<file path="src/rtl/mux4way_arbiter_pkg.sv">
// Shared Hack memory-port definitions: default widths, output-slot state and requester ids.
package hack_pkg;
    localparam int HACK_DATA_W = 16;
    localparam int HACK_ADDR_W = 15;
    localparam int NUM_REQ     = 4;

    typedef enum logic {EMPTY = 1'b0, FULL = 1'b1} slot_state_t;
    typedef logic [1:0] src_id_t;

    function automatic logic [NUM_REQ-1:0] src_onehot(input src_id_t id);
        return 4'b0001 << id;
    endfunction
endpackage

</file>
<file path="src/rtl/mux4way_arbiter_rr_pick4.sv">
// Round-robin pick of one of four requests, scanning upward from ptr+1 modulo 4.
module rr_pick4
    import hack_pkg::*;
(
    input  logic [3:0] req,
    input  src_id_t    ptr,
    output logic [3:0] grant,
    output src_id_t    idx
);
    src_id_t cand;
    logic    found;

    always_comb begin
        grant = 4'b0000;
        idx   = ptr;
        cand  = ptr;
        found = 1'b0;
        // k = 4 wraps back to ptr itself, so the last winner is checked last.
        for (int k = 1; k <= 4; k++) begin
            cand = ptr + src_id_t'(k);
            if (!found && req[cand]) begin
                found = 1'b1;
                idx   = cand;
            end
        end
        if (found)
            grant = src_onehot(idx);
    end
endmodule

</file>
<file path="src/rtl/mux4way_arbiter.sv">
// Four-master round-robin arbiter feeding one registered output slot on the shared memory port.
module mux4way_arbiter
    import hack_pkg::*;
#(
    parameter int DATA_W = HACK_DATA_W,
    parameter int ADDR_W = HACK_ADDR_W
) (
    input  logic                clk,
    input  logic                rst_n,
    input  logic [3:0]          req_valid,
    output logic [3:0]          req_ready,
    input  logic [3:0]          req_we,
    input  logic [3:0]          req_lock,
    input  logic [4*ADDR_W-1:0] req_addr,
    input  logic [4*DATA_W-1:0] req_wdata,
    output logic                out_valid,
    input  logic                out_ready,
    output logic [ADDR_W-1:0]   out_addr,
    output logic [DATA_W-1:0]   out_wdata,
    output logic                out_we,
    output src_id_t             out_src
);
    slot_state_t state_q, state_d;
    src_id_t     ptr_q, win_idx;
    logic        locked_q;
    logic [3:0]  eligible, grant;
    logic        slot_free, accept;

    // While locked, ptr_q is the lock owner: it was the last requester accepted.
    assign eligible = locked_q ? (req_valid & src_onehot(ptr_q)) : req_valid;

    rr_pick4 u_pick (
        .req   (eligible),
        .ptr   (ptr_q),
        .grant (grant),
        .idx   (win_idx)
    );

    // A draining slot can take a new entry in the same cycle.
    assign slot_free = (state_q == EMPTY) || out_ready;
    assign req_ready = (rst_n && slot_free) ? grant : 4'b0000;
    assign accept    = |req_ready;
    assign out_valid = (state_q == FULL);

    always_ff @(posedge clk or negedge rst_n) begin
        if (!rst_n) state_q <= EMPTY;
        else        state_q <= state_d;
    end

    always_comb begin
        state_d = state_q;
        case (state_q)
            EMPTY:   if (accept) state_d = FULL;
            FULL:    if (out_ready && !accept) state_d = EMPTY;
            default: state_d = EMPTY;
        endcase
    end

    always_ff @(posedge clk or negedge rst_n) begin
        if (!rst_n) begin
            out_addr  <= '0;
            out_wdata <= '0;
            out_we    <= 1'b0;
            out_src   <= '0;
        end else if (accept) begin
            out_addr  <= req_addr[int'(win_idx)*ADDR_W +: ADDR_W];
            out_wdata <= req_wdata[int'(win_idx)*DATA_W +: DATA_W];
            out_we    <= req_we[win_idx];
            out_src   <= win_idx;
        end
    end

    always_ff @(posedge clk or negedge rst_n) begin
        if (!rst_n) begin
            ptr_q    <= 2'd3;
            locked_q <= 1'b0;
        end else if (accept) begin
            ptr_q    <= win_idx;
            locked_q <= req_lock[win_idx];
        end else if (locked_q && !req_valid[ptr_q] && !req_lock[ptr_q]) begin
            // Owner released the lock while idle.
            locked_q <= 1'b0;
        end
    end
endmodule

</file>
<file path="config.mk">
export PLATFORM = sky130hd
export DESIGN_NAME = mux4way_arbiter
export DESIGN_NICKNAME = d
export VERILOG_FILES = /design/src/rtl/mux4way_arbiter_pkg.sv /design/src/rtl/mux4way_arbiter_rr_pick4.sv /design/src/rtl/mux4way_arbiter.sv
export SDC_FILE = /design/constraint.sdc
export NUM_CORES = 1
export LEC_CHECK = 0
export CORE_MARGIN = 2
export CORE_UTILIZATION = 37
export CTS_BUF_LIST = sky130_fd_sc_hd__clkbuf_4 sky130_fd_sc_hd__clkbuf_8
export DETAILED_ROUTE_END_ITERATION = 8
export GPL_ROUTABILITY_DRIVEN = 0
export PLACE_DENSITY = 0.92
export SETUP_SLACK_MARGIN = 0.1
export SLEW_MARGIN = 40
export SYNTH_ARGS = -nofsm -noshare
export SYNTH_HDL_FRONTEND = slang
export SYNTH_SLANG_ARGS = --single-unit
</file>
<file path="constraint.sdc">
create_clock -name clk -period 3.7 [get_ports clk]
set_input_delay 0.74 -clock clk [delete_from_list [all_inputs] [get_ports clk]]
set_output_delay 0.74 -clock clk [all_outputs]
set_load 0.01 [all_outputs]
</file>
==> out/qor.yml <==
flow_run:
  drv_cap: 0
drt:
  wl_met2_um: 4935
  dr.pass1.iters: 4
  wl_met3_um: 684
  top_layer: "met4"
  drt-initial-drc-count: 64
  drcViolationCount: 0
  viasPerCell: 5.442
  detail-route-antenna-nets: 0
  routedWlPerCell_um: 17.43
  routed_wl_um: 9533
  num_vias: 2977
  met1_length_um: 3787
setup_path:
  reg2reg_setup_slack_ps: 670
  cp_cell_sequence: "clkdlybuf4s50_1 > mux2i_1 > a21o_1 > buf_4 > a2111o_1 > nand4_4 > buf_4 > nor2_1 > dlygate4sd2_1"
  path_common_cell: "buf_4"
  crit_slowest_cell: "clkdlybuf4s50_1"
  worstSetupPathType: "primary input to output port"
  cp-start-kind: "primary input"
  critical_path_required_ps: 2960
  cp_max_fo: 5
  cp_data_arrival_time_ps: 2760
  cp-end-kind: "output port"
  slowest_delay_ps: 510
cells_and_area:
  nNetsFinal: 592
  antenna_cells: 0
  stdcell_count: 547
  stdcell_area_um2: 4773
  fill_cells: 589
  drive_gt1_frac: 0.1897
  areaGrowthSynthToFinish_pct: 77.61
clock_network:
  numCtsBuffers: 5
  clock_latency_ps: 280
  clk_pin_slew_ps: 70
  cts_sinks: 38
  cts_max_path_buffers: 2
  cts_root_buf: "clkbuf_8"
  htree_levels: 2
  cts_tree: "yes"
  ctsHoldBuffers: 0
pwr:
  irDropWorstVdd_uv: 1061
  leakage_uw: 0.001910
  power_density_nw_per_um2: 893.6
  p_total_uw: 4265
grt:
  antenna_found_initial: 0
  grt_pass1_vias: 2785
  grtUsageTotal: 0.2207
  grt_first_pass_wirelength_um: 13700
  grt-ovfl-total: 0
  grt_max_degree: 53
sta:
  relSlewSlack: 0.5879
  tightest_slew_ps: 616.6
  rsz0062_at_grt: "true"
  whs_ps: 322.7
  finalMaxSlewViolations: 0
  fin_crit_sh: 0.9450
  period_needed_ps: 3496
  finalSetupViolations: 0
  fin_skew_ps: 12.17
  final_hold_viol_count: 0
  max_freq_ghz: 0.2860
placement:
  portBuffers: 177
  detailed_place.area_um2: 4552
  placed_cells: 532
  hpwl_um: 7317
die:
  core_area_um2: 7137
  rows: 31
  start_util: 0.3766
  die_w_um: 89.23
  dieArea_um2: 7961
  die_y_um: 89.23
  ioPinCount: 178
logic_synthesis:
  synth_common_cells: "60 x a22oi_1, 36 x dfrtp_1, 34 x o21ai_1, 32 x mux2_2, 12 x nand2_1"
  async_flop_share: 1.000
  yosys.cell_count.top_type: "a22oi_1"
  ys_seq_elements: 38
  yosysTopAreaCell: "dfrtp_1"
  yosys.cell_types.count: 41
  synth.area.top_cells: "dfrtp_1 34%, a22oi_1 17%, mux2_2 13%"
  synth_flop_cell: "dfrtp_1"
  synth.top_cell.area_share: 0.3352
  synth.yosys.seq_area_share: 0.3547
  synth_nets: 406
  syn_avg_cell_area_um2: 10.22
  synth_edf_count: 0
  netlist_instances: 263
  syn_area_um2: 2688
  synth_warnings: 0
run_status:
  status: "finished, final reports clean"
min_path:
  hp-class: "primary input to async pin"
[power by group]
part	switching [uW]	internal, uW	total, uW	leakage (uW)
Clock	135	144	279	0.0000431
Combinational	1580	1660	3240	0.00140
Sequential	121	629	751	0.000467
Total	1830	2430	4270	0.00191
[cell usage in the layout (no fill, tap or decap), types with 2 or more instances in the layout]
master / instances
dfstp_2: 2
clkdlybuf4s50_1: 172
buf_4: 24
clkbuf_8: 6
or3_1: 2
mux2_4: 3
mux2i_1: 9
a2111oi_1: 2
a21oi_1: 2
dlygate4sd2_1: 4
mux2i_2: 2
o21ai_0: 2
mux2_2: 32
nand2_1: 11
o2111ai_2: 3
a22oi_1: 60
ha_1: 4
nor2_1: 7
inv_1: 5
o21ai_1: 34
dfrtp_1: 36
[routing by layer]
layer,up-vias,GRT usage
met5,-,0
met4,0,0.04749
met3,11,0.05171
met2,125,0.3933
met1,1442,0.2716
li1,1399,-
[metrics by stage]
| step | setup slack [ps] | utilization | setup TNS [ps] |
|---|---|---|---|
| finish | 203.7 | 0.6688 | 0 |
| global route | 59.65 | 0.6688 | 0 |
| CTS | 194.7 | 0.6566 | 0 |
| detailed placement | -198.2 | 0.6378 | -447.6 |
| global placement | -128.5 | 0.6378 | -212.0 |
| floorplan | 249.3 | - | 0 |
[timing repair]
item / CTS / global route
setup endpoints to repair: 4 / 4
setup buffers: 5 / 4
pin swaps: 6 / 3
gates resized for setup: 7 / 11
[logic make-up after synthesis]
logic type | count (synthesis) | synth area share
compound gates | 117 | 0.3068
xor+xnor | 1 | 0.003259
fa+ha+maj | 4 | 0.01862
buf+inv | 29 | 0.07170
flops | 38 | 0.3547
mux | 46 | 0.1918
simple gates | 28 | 0.05307
[final timing paths]
kind                               from      endpoint  cells after the start
min in group clk           out_addr[13]  out_addr[13]                      2
max                        req_valid[1]  req_ready[2]                      9
max in group asynchronous         rst_n  out_addr[10]                      2
max reg2reg                    ptr_q[0]   out_addr[8]                     12
min                               rst_n  out_wdata[0]                      1
min reg2reg                out_addr[13]  out_addr[13]                      2
[final cells by class]
type	instances	area [um2]	share of cell area
repair buffers	203	1977	0.4142
well taps	99	123.9	0.02595
clock buffers	6	82.58	0.01730
multi-input cells	196	1618	0.3389
inverters	5	18.77	0.003932
flip-flops and latches	38	953.4	0.1997
[flip-flops by register name (all words and copies together), names as in the netlist]
signal and cells:
out_src 2, out_we 1, out_wdata 16, locked_q 1, out_valid 1, ptr_q 2, out_addr 15
[critical path: cells and delay by family]
family	cells	cell delay [ps]
buf+inv	4	1080
simple gates	2	180
mux	1	120
compound gates	2	640
Note: power is estimated with default switching activity, not from simulation.
